### src/rtl/alu_pkg.sv
// alu_pkg: shared comparator flag encoding, search FSM states and default width
package alu_pkg;
    localparam int DEFAULT_WIDTH = 4;
    localparam logic [3:0] FLAG_ON = 4'b0001;
    localparam logic [3:0] FLAG_OFF = 4'b0000;
    typedef enum logic [1:0] {IDLE, TEST, FIN} state_t;
endpackage

### src/rtl/cmp_flag_decode.sv
// cmp_flag_decode: turns G/S/Q flag words into one-hot gt/lt/eq plus an invalid flag
module cmp_flag_decode
    import alu_pkg::*;
(
    input  logic [3:0] g,
    input  logic [3:0] s,
    input  logic [3:0] q,
    output logic       gt,
    output logic       lt,
    output logic       eq,
    output logic       invalid
);
    logic legal;
    logic [1:0] count;
    assign legal = (g == FLAG_ON || g == FLAG_OFF) && (s == FLAG_ON || s == FLAG_OFF) && (q == FLAG_ON || q == FLAG_OFF);
    assign count = 2'(g == FLAG_ON) + 2'(s == FLAG_ON) + 2'(q == FLAG_ON);
    assign invalid = !(legal && count == 2'd1);
    assign gt = !invalid && g == FLAG_ON;
    assign lt = !invalid && s == FLAG_ON;
    assign eq = !invalid && q == FLAG_ON;
endmodule

### src/rtl/sar_search_unit.sv
// sar_search_unit: successive-approximation search recovering the comparator A operand
module sar_search_unit
    import alu_pkg::*;
#(
    parameter int WIDTH = DEFAULT_WIDTH
) (
    input  logic             CLK,
    input  logic             RST,
    input  logic             START,
    input  logic [3:0]       CMP_G,
    input  logic [3:0]       CMP_S,
    input  logic [3:0]       CMP_Q,
    output logic [WIDTH-1:0] TRIAL,
    output logic             BUSY,
    output logic             DONE,
    output logic [WIDTH-1:0] RESULT,
    output logic             EXACT,
    output logic             ERR
);
    localparam int IW = WIDTH > 1 ? $clog2(WIDTH) : 1;
    state_t state;
    logic [IW-1:0] idx;
    logic [WIDTH-1:0] acc, nacc, nxt_bit;
    logic gt, lt, eq, invalid, fin;
    cmp_flag_decode u_dec (
        .g(CMP_G),
        .s(CMP_S),
        .q(CMP_Q),
        .gt(gt),
        .lt(lt),
        .eq(eq),
        .invalid(invalid)
    );
    // TRIAL already holds acc with the current bit set, so a G keeps it and an S falls back to acc
    assign nacc = gt ? TRIAL : (lt ? acc : '0);
    assign nxt_bit = WIDTH'(1) << (idx - IW'(1));
    assign fin = invalid || eq || idx == '0;
    // search FSM with registered outputs; DONE is high for the single FIN cycle
    always_ff @(posedge CLK) begin
        if (RST) begin
            state <= IDLE;
            idx <= '0;
            acc <= '0;
            TRIAL <= '0;
            BUSY <= 1'b0;
            DONE <= 1'b0;
            RESULT <= '0;
            EXACT <= 1'b0;
            ERR <= 1'b0;
        end else begin
            case (state)
                IDLE: begin
                    DONE <= 1'b0;
                    TRIAL <= '0;
                    BUSY <= 1'b0;
                    if (START) begin
                        state <= TEST;
                        idx <= IW'(WIDTH - 1);
                        acc <= '0;
                        TRIAL <= WIDTH'(1) << (WIDTH - 1);
                        BUSY <= 1'b1;
                        EXACT <= 1'b0;
                        ERR <= 1'b0;
                    end
                end
                TEST: begin
                    if (fin) begin
                        state <= FIN;
                        DONE <= 1'b1;
                        BUSY <= 1'b0;
                        TRIAL <= '0;
                        RESULT <= invalid ? '0 : (eq ? TRIAL : nacc);
                        EXACT <= !invalid && eq;
                        ERR <= invalid;
                    end else begin
                        idx <= idx - IW'(1);
                        acc <= nacc;
                        TRIAL <= nacc | nxt_bit;
                    end
                end
                FIN: begin
                    DONE <= 1'b0;
                    state <= IDLE;
                end
                default: state <= IDLE;
            endcase
        end
    end
endmodule

### config.mk
export PLATFORM = sky130hd
export DESIGN_NAME = sar_search_unit
export DESIGN_NICKNAME = d
export VERILOG_FILES = /design/src/rtl/alu_pkg.sv /design/src/rtl/cmp_flag_decode.sv /design/src/rtl/sar_search_unit.sv
export SDC_FILE = /design/constraint.sdc
export NUM_CORES = 1
export LEC_CHECK = 0
export ABC_CLOCK_PERIOD_IN_PS = 4900
export BUFFER_PORTS_ARGS = -buffer_cell sky130_fd_sc_hd__clkbuf_2
export CORE_MARGIN = 3
export CORE_UTILIZATION = 30
export DETAILED_ROUTE_END_ITERATION = 10
export RECOVER_POWER = 100
export SYNTH_ARGS = -nofsm -noshare
export SYNTH_HDL_FRONTEND = slang
export SYNTH_SLANG_ARGS = --single-unit
### constraint.sdc
create_clock -name CLK -period 4.9 [get_ports CLK]
set_clock_uncertainty 0.2 [all_clocks]
set_input_delay 0 -clock CLK [delete_from_list [all_inputs] [get_ports CLK]]
set_output_delay 0 -clock CLK [all_outputs]
set_load 0.01 [all_outputs]
After elaboration in Yosys (flattened, before gate mapping) --
Cells that the tools add are included.
Word-level totals: flip-flop bits (word level) 20, bits of input ports 15, output and inout port bits 12
Cells by class: add/subtract/negate cells 3, equality and inequality tests 9, shift-type cells 1, mux-type cells 26, bitwise gates (word level) 1, reduce and logical (&&, ||, !) cells 27
Operators by type and width (number):
- 4-bit two-way mux | 8
- 4-bit case mux with 2 select lines | 2
- 4-bit by 1-bit equality test with 1-bit output (second input constant) | 3
- 4-bit zero test | 3
- 2-bit two-way mux | 4
- 1-bit case mux with 2 select lines | 4
- 2-bit case mux with 2 select lines | 2
- 2-bit AND reduction | 4
- 1-bit logical AND | 7
- 1-bit two-way mux | 6
- 2-bit inequality test (second input constant) | 3
- 3-bit AND reduction | 2
- 1-bit logical OR | 5
- 2-bit by 1-bit equality test with 1-bit output (second input constant) | 2
- 2-bit zero test | 2
- 4-bit bitwise OR | 1
- 2-bit nonzero test | 2
- 1-bit by 2-bit left shift with 4-bit output (first input constant) | 1
- 1-bit by 1-bit adder with 2-bit output | 1
- 2-bit by 1-bit adder with 2-bit output | 1
- 2-bit equality test (second input constant) | 1
- 2-bit OR reduction | 1
- 2-bit by 1-bit subtractor with 2-bit output (second input constant) | 1
- 1-bit zero test | 1

Depth between registers and ports, before layout --
Gate-level depths: netlist (run 1).
depth after elaboration 11, mapped depth 9

Modules after synthesis --
A second synthesis (run 1) with hierarchy kept.
Second synthesis, totals: cell total of the unflattened synthesis 128, area, all modules 1093.5 um^2
By module, submodules not included:
- sar_search_unit | instances 1, cells each 113, area each 977.2 um^2, sequential area each 400.4 um^2
- cmp_flag_decode | instances 1, cells each 15, area each 116.4 um^2, sequential area each 0.0 um^2

Worst setup path before layout (run 1) --
OpenSTA, ideal clock, no wires.
path kind input -> register, from in CMP_Q[1], to reg RESULT[2], arrival 1.911 ns, data required time 4.581 ns, setup slack 2.671 ns, cell stages on the path 9, cell sequence or4b_1 -> clkbuf_2 -> inv_1 -> fa_1 -> nor4b_1 -> and4_1 -> buf_4 -> nor2_1 -> o221a_2
On the way: cells in the longest elaborated chain, start to end 9, elaborated cells between the ends (all ways) 18, those cells by class add/sub: 1; eq/ne: 2; mux: 4; reduce/logical: 11
Ends and longest elaborated chain:
- start, declared | line sar_search_unit.sv:12 | input logic [3:0] CMP_Q,
- 4-bit by 1-bit equality test with 1-bit output or 4-bit zero test (tied branches) | line cmp_flag_decode.sv:15, cmp_flag_decode.sv:16, cmp_flag_decode.sv:20
- 2-bit by 1-bit adder with 2-bit output or 1-bit logical OR (tied branches) | line cmp_flag_decode.sv:16, cmp_flag_decode.sv:15
- 2-bit by 1-bit equality test with 1-bit output or 1-bit logical AND (tied branches) | line cmp_flag_decode.sv:17, cmp_flag_decode.sv:15
- 1-bit logical AND | line cmp_flag_decode.sv:17 | assign invalid = !(legal && count == 2'd1);
- 1-bit logical AND | line cmp_flag_decode.sv:19 | assign lt = !invalid && s == FLAG_ON;
- 4-bit two-way mux (2 in series) | line sar_search_unit.sv:35 | assign nacc = gt ? TRIAL : (lt ? acc : '0);
- 4-bit two-way mux (2 in series) | line sar_search_unit.sv:72 | RESULT <= invalid ? '0 : (eq ? TRIAL : nacc);
- end signal, assigned | line sar_search_unit.sv:72
- end, declared | line sar_search_unit.sv:16 | output logic [WIDTH-1:0] RESULT,
Several ways; a longest one is shown, not always the timed one. A chain may end at the register's enable or synchronous reset.

Worst setup path after layout (run 1) --
from reg idx[0], to reg acc[2]
On the way: cells in the longest elaborated chain, start to end 4
Ends and longest elaborated chain:
- start, declared | line sar_search_unit.sv:22 | logic [IW-1:0] idx;
- start signal, assigned | line sar_search_unit.sv:58 | idx <= IW'(WIDTH - 1);
- start signal, assigned | line sar_search_unit.sv:76 | idx <= idx - IW'(1);
- 2-bit zero test | line sar_search_unit.sv:37 | assign fin = invalid || eq || idx == '0;
- 1-bit logical OR | line sar_search_unit.sv:37
- 2-bit inequality test (no line)
- 3-bit AND reduction (no line)
- end signal, assigned | line sar_search_unit.sv:77 | acc <= nacc;
- end, declared | line sar_search_unit.sv:23 | logic [WIDTH-1:0] acc, nacc, nxt_bit;
No other way between the ends.

==> results of run 1 <==
==> cell type report <==
class / count / area, um^2 / area share, %
sequential: 20 / 400 / 31.4
tap: 46 / 57.6 / 4.52
inverter: 4 / 15.0 / 1.18
timing repair buffer: 30 / 153 / 12.0
clock buffer: 4 / 36.3 / 2.85
multi-input combinational: 90 / 612 / 48.0
==> placed cells by master (no fill, tap or decap), types with 3 or more instances in the layout <==
cell type and instances:
inv_1 3, and2_1 4, ha_1 4, dfxtp_1 20, clkbuf_1 12, dlygate4sd3_1 3, nand2_1 9, o211ai_1 9
clkbuf_2 14, clkbuf_4 3, nor3_1 10, nor2_1 4, a21oi_1 14, or3_1 4, nor2b_1 3, o22ai_1 3
==> worst max path at each step <==
| stage | to | slack, ns | cells past startpoint |
|---|---|---|---|
| finish | acc[2] | 2.11 | 7 |
| global route | acc[2] | 1.90 | 7 |
| CTS | acc[2] | 2.23 | 7 |
| detailed placement | RESULT[2] | 2.24 | 8 |
| global placement | idx[1] | 2.32 | 8 |
| floorplan | RESULT[2] | 2.67 | 9 |
==> sequential cells by signal, summed over array words and instances, names as in the netlist <==
name / count
ERR: 1
RESULT: 4
EXACT: 1
TRIAL: 4
DONE: 1
state: 2
BUSY: 1
idx: 2
acc: 4
==> report_power, final <==
part           internal, uW  leakage [uW]  total [uW]  switching (uW)
Sequential              169      0.000163         174            5.00
Clock                  45.3     0.0000210         100            54.7
Combinational          19.3      0.000286        46.2            26.9
==> critical path: stages (launching register included) <==
cell and delay [ns]:
dfxtp_1 0.41, inv_1 0.09, ha_1 0.24, nor4b_1 0.35, nand4_1 0.41, a211o_1 0.36, a21oi_1 0.12, dlygate4sd3_1 0.57
==> per-stage QoR <==
stage,cells,setup slack (ns),hold slack [ns]
floorplan,120,2.67,0.0593
global placement,187,2.32,0.206
detailed placement,187,2.24,0.205
CTS,194,2.23,0.0182
global route,194,1.90,0.0645
finish,194,2.11,0.00943
==> layer usage <==
layer  up-vias  GRT usage, %
met5         -             0
met2        45          22.9
met3         6          1.88
met4         0          4.66
met1       484          18.8
li1        510             -
==> what timing repair did <==
action                    CTS  global route
setup buffers               0             0
hold buffers                3             0
hold endpoints to repair   15             0
==> cell families after synthesis <==
group / Yosys count / share of synthesized area, %
fa+ha+maj: 5 / 6.57
simple gates: 50 / 30.4
buf+inv: 10 / 3.98
compound gates: 35 / 21.6
flops: 20 / 37.5
==> metrics.md, run 1 <==
| Metric | Value |
|---|---|
| Worst reg2reg path depth | 7 |
| WL met1 | 1280 um |
| Reg-to-Reg Start | idx[0] |
| Slew headroom | 64.2% |
| Unrepaired setup endpoints after global routing | false |
| Total negative slack | 0 ns |
| Worst Tran Pin Value | 0.537 ns |
| Synth cell count leaders | dfxtp_1, a21oi_1, nor3_1 |
| HP Start | CMP_G[3] |
| Met3 WL | 189 um |
| Die Span Y | 65.6 um |
| Final GP Congestion | 0.898 |
| Worst-path clk slew | 0.12 ns |
| Largest net degree at the start of global routing | 20 |
| Clock root cell | clkbuf_4 |
| Syn nets | 140 |
| Top-area cell type share of the netlist area | 37.5% |
| DRT Pass-1 Iters | 4 |
| Post-synth top flop | dfxtp_1 |
| CP startpoint kind | flip-flop |
| Min-Delay Path Class | input pin to flip-flop |
| Design area | 1270 um^2 |
| Cts repair resizes | 0 |
| Syn Inst Count | 120 |
| Area of the mapped netlist | 1070 um^2 |
| Syn-to-layout area delta | 19.3% |
| Port buffer count | 26 |
| Post-DRT Antenna Nets | 0 |
| Met2 wire length | 1340 um |
| DIE AREA | 4310 um^2 |
| Clock Path Buffers | 2 |
| Diode count | 0 |
| Rows | 21 |
| Number of buffers created by CTS | 3 |
| Gr ovfl total | 0 |
| Post-synth ARST share | 0% |
| Number of max-cap violations | 0 |
| Global Route Usage Sum | 14.0% |
| Run status | completed |
| H-tree Lvls | 1 |
| Pwr Density | 251 nW/um^2 |
| Final wirelength | 2860 um |
| Peak supply drop | 76.3 uV |
| WP data required | 4.96 ns |
| Sequential area share after synthesis | 37.5% |
| Area leader, netlist | dfxtp_1 |
| Top Ports | 27 |
| Die width | 65.6 um |
| DR top layer | met4 |
| Worst EP arrival | 2.85 ns |
| CP Max Fanout | 9 |
| Via count | 1045 |
| Setup crit end kind | flip-flop |
| Initial antenna violation count | 0 |
| Final Cycle Share | 57.0% |
| Total power | 320 uW |
| DP Area | 1230 um^2 |
| Initial Utilization | 31.5% |
| Final-report hold violation count | 0 |
| Avg Cell Area, Syn | 8.89 um^2 |
| Layout cells sized above 1 | 17.6% |
| LEAKAGE | 0.000470 uW |
| Leading post-synthesis cells by cell area | dfxtp_1, a21oi_1, o211ai_1 |
| Distinct cell type count after synthesis | 37 |
| Initial drt markers | 91 |
| Clk sinks | 20 |
| Final Critical Period | 2.79 ns |
| Clk Latency, worst-skew pair | 0.31 ns |
| DRC violations left | 0 |
| Synth warn | 0 |
| Post-synth EDFFs | 0 |
| R2R Setup Slk | 2.11 ns |
| Fin nets | 169 |
| Worst Hold Path Cells | 5 |
| Dpl hpwl | 2200 um |
| # fillers | 361 |
| Slew Limit Fails | 0 |
| CTS tree | yes |
| Final Setup Violations | 0 |
| Fmax | 0.358 GHz |
| Worst Setup SP | idx[0] |
| Reg2reg end | acc[2] |
| Post-layout util | 37.6% |
| Vias/cell | 5.39 |
| First-pass GRT wire length | 4770 um |
| Dominant cell by count in the synthesized netlist | dfxtp_1 |
| Vias in the first global route | 985 |
| Synthesized flop and latch total | 20 |
| Core box area | 3390 um^2 |
| Hold Path Sink | ERR |
| Setup CP Type | flip-flop to flip-flop |
| Routed length per instance | 14.7 um |
Power figures use the tool's default switching activity.
==> run 2: changes to the inputs <==
--- a/config.mk
+++ b/config.mk
@@ -5,7 +5,8 @@
 export SDC_FILE = /design/constraint.sdc
 export NUM_CORES = 1
 export LEC_CHECK = 0
-export ABC_CLOCK_PERIOD_IN_PS = 4900
+export ABC_AREA = 1
+export ABC_CLOCK_PERIOD_IN_PS = 2800
 export BUFFER_PORTS_ARGS = -buffer_cell sky130_fd_sc_hd__clkbuf_2
 export CORE_MARGIN = 3
 export CORE_UTILIZATION = 30
==> constraint.sdc (replaced) <==
create_clock -name CLK -period 2.8 [get_ports CLK]
set_clock_uncertainty 0.2 [all_clocks]
set_input_delay 0 -clock CLK [delete_from_list [all_inputs] [get_ports CLK]]
set_output_delay 0 -clock CLK [all_outputs]
set_load 0.01 [all_outputs]
==> metrics.md, run 2 <==
| Metric | Value |
|---|---|
| Via count | 1188 (was 1045) |
| Vias in the first global route | 1183 (was 985) |
| Die Span Y | 69.3 um (was 65.6 um) |
| Final-report hold violation count | 0 (unchanged) |
| Min-Delay Path Class | input pin to flip-flop (unchanged) |
| Regs by FF count | RESULT (4), TRIAL (4), acc (4) (unchanged) |
| Post-synth ARST share | 0% (unchanged) |
| WP data required | 2.81 ns (was 4.96 ns) |
| Syn-to-layout area delta | 20.1% (was 19.3%) |
| Gr ovfl total | 0 (unchanged) |
| Clk Latency, worst-skew pair | 0.26 ns (was 0.31 ns) |
| DRC violations left | 0 (unchanged) |
| Clock Path Buffers | 2 (unchanged) |
| Clk sinks | 20 (unchanged) |
| Peak supply drop | 228 uV (was 76.3 uV) |
| Post-DRT Antenna Nets | 0 (unchanged) |
| Fin cells | 263 (was 194) |
| DRT Pass-1 Iters | 4 (unchanged) |
| Final wirelength | 2880 um (was 2860 um) |
| Slew Limit Fails | 0 (unchanged) |
| Rows | 22 (was 21) |
| Unrepaired setup endpoints after global routing | false (unchanged) |
| Slew headroom | 68.4% (was 64.2%) |
| Clock root cell | clkbuf_8 (was clkbuf_4) |
| CP Max Fanout | 12 (was 9) |
| Syn Inst Count | 185 (was 120) |
| Worst Tran Pin Value | 0.473 ns (was 0.537 ns) |
| Combinational Power Share | 14.9% (was 14.4%) |
| Initial antenna violation count | 0 (unchanged) |
| Commonest non-fill, non-tap cell in the layout | nand2_1 (was dfxtp_1) |
| Setup CP Type | input pin to flip-flop (was flip-flop to flip-flop) |
| Setup slack after layout | 0.483 ns (was 2.11 ns) |
| Worst EP arrival | 2.33 ns (was 2.85 ns) |
| Initial drt markers | 61 (was 91) |
| Flop pwr share | 43.6% (was 54.3%) |
| Worst-path clk slew | 0.08 ns (was 0.12 ns) |
| Met3 usage | 4.93% (was 1.88%) |
| Largest net degree at the start of global routing | 13 (was 20) |
| Syn nets | 205 (was 140) |
| Die width | 69.3 um (was 65.6 um) |
| GRT met2 Usage | 21.7% (was 22.9%) |
| Routed length per instance | 10.9 um (was 14.7 um) |
| DIE AREA | 4800 um^2 (was 4310 um^2) |
| Avg Cell Area, Syn | 6.49 um^2 (was 8.89 um^2) |
| Fin nets | 236 (was 169) |
| Post-CTS Setup Repair Bufs | 0 (unchanged) |
| Final GP Congestion | 0.875 (was 0.898) |
| Power Internal | 529 uW (was 234 uW) |
| Area of the mapped netlist | 1200 um^2 (was 1070 um^2) |
| Top-area cell type share of the netlist area | 33.3% (was 37.5%) |
| Core box area | 3770 um^2 (was 3390 um^2) |
| # fillers | 427 (was 361) |
| Port buffer count | 26 (unchanged) |
| Final Cycle Share | 82.7% |
| Area leader, netlist | dfxtp_1 (unchanged) |
| Sequential area share after synthesis | 33.3% (was 37.5%) |
| Fmax | 0.432 GHz |
| Synthesized flop and latch total | 20 (unchanged) |
| Final hold slack | 0.0199 ns (was 0.00943 ns) |
| Placed cells | 255 (was 187) |
| First-pass GRT wire length | 5180 um (was 4770 um) |
| Setup crit end kind | flip-flop (unchanged) |
| Synth warn | 0 (unchanged) |
| Initial Utilization | 31.9% (was 31.5%) |
| Number of buffers created by CTS | 3 (unchanged) |
| Worst slack, placed | 0.480 ns (was 2.24 ns) |
| Distinct cell type count after synthesis | 21 (was 37) |
| Final Setup Violations | 0 (unchanged) |
| CP startpoint kind | input pin (was flip-flop) |
| Post-synth EDFFs | 0 (unchanged) |
| Number of max-cap violations | 0 (unchanged) |
| Sw Pwr | 185 uW (was 86.6 uW) |
| LEAKAGE | 0.000679 uW (was 0.000470 uW) |
| Dpl hpwl | 2160 um (was 2200 um) |
| H-tree Lvls | 1 (unchanged) |
| Commonest cells after routing, fill and taps aside | nand2_1, inv_1, nor2_1 (was dfxtp_1, a21oi_1, clkbuf_2) |
| CTS tree | yes (unchanged) |
| Layout cells sized above 1 | 12.1% (was 17.6%) |
| Met1 GRT Util | 15.3% (was 18.8%) |
| Dominant cell by count in the synthesized netlist | nand2_1 (was dfxtp_1) |
| Run status | completed (unchanged) |
| Busiest grt layer | met2 (unchanged) |
| Vias/cell | 4.52 (was 5.39) |
| Clock power frac | 41.6% (was 31.2%) |
| Diode count | 0 (unchanged) |
| Final Critical Period | 2.32 ns |
| DP Area | 1360 um^2 (was 1230 um^2) |
| Top Ports | 27 (unchanged) |
| Design area | 1440 um^2 (was 1270 um^2) |
| Synth cell count leaders | nand2_1, inv_1, nor2_1 (was dfxtp_1, a21oi_1, nor3_1) |
| Pwr Density | 495 nW/um^2 (was 251 nW/um^2) |
| Global Route Usage Sum | 13.1% (was 14.0%) |
| Total negative slack | 0 ns (unchanged) |
| Post-synth top flop | dfxtp_1 (unchanged) |
| Leading post-synthesis cells by cell area | dfxtp_1, nand2_1, inv_1 (was dfxtp_1, a21oi_1, o211ai_1) |
| Switch share | 25.9% (was 27.0%) |
run 2: cell count changes in the layout (fill, tap and decap cells not counted), moves of 9 or more:
cell | previous run | this run
nor2_1 | 4 | 24
nor3_1 | 10 | 0
nand3_1 | 2 | 15
inv_1 | 3 | 30
o211ai_1 | 9 | 0
nand2_1 | 9 | 48
run 2: final timing paths:
| kind | startpoint | slack, ns | endpoint | depth (start not counted) |
|---|---|---|---|---|
| min reg2reg | acc[1] | 0.26 | acc[1] | 2 |
| max | CMP_G[1] | 0.48 | BUSY | 12 |
| max reg2reg | idx[0] | 0.52 | BUSY | 8 |
| min | CMP_S[1] | 0.02 | RESULT[3] | 6 |
run 2: kinds of logic (layout without fill, tap and decap cells):
family,after synthesis,in the layout,synth area share (%)
and+or+nand+nor,106,106,40.2
buffers and inverters,36,66,12.8
DFF,20,20,33.3
AOI/OAI and AO/OA,18,18,7.81
adders and majority gates,5,5,5.83
run 2: timing repair:
item,4_1_cts,5_1_grt
resized for setup,0,0
hold endpoints to repair,9,0
hold buffers,4,0
run 2: stage by stage:
stage / total power, uW / utilization [%]
5_1_grt: 755 / 38.3
3_5_place_dp: 425 / 36.1
3_3_place_gp: 425 / 36.1
2_1_floorplan: 388 / -
6_report: 714 / 38.3
4_1_cts: 730 / 39.1
run 2: cell type report:
type | count | area [um^2] | area share [%]
Clock buffer | 3 | 41.3 | 2.86
Tap cell | 48 | 60.1 | 4.16
Timing Repair Buffer | 31 | 156 | 10.8
Sequential cell | 20 | 400 | 27.8
Clock inverter | 1 | 30.0 | 2.08
Inverter | 31 | 116 | 8.07
Multi-Input combinational cell | 129 | 638 | 44.2
run 2: metal layers:
layer,share of wire (%),vias to the layer above
li1,-,640
met1,46,511
met2,46,30
met3,6.2,7
met4,1.9,0
met5,0,-
run 2: power by group through the flow:
stage	Sequential [uW]	Clock, uW	Combinational [uW]
CTS	312	307	112
global route	314	315	126
detailed placement	318	0	106
finish	311	297	106
floorplan	321	0	67.3
global placement	318	0	107
run 2: worst max-delay path, cell delays in order:
cell	delay (ns)
clkbuf_1	0.11
inv_1	0.06
nand2_1	0.07
nor2_2	0.09
fa_1	0.53
inv_1	0.05
nor3_2	0.12
nand4_1	0.23
nand2_2	0.28
nand3_1	0.10
a21oi_1	0.13
dlygate4sd3_1	0.55
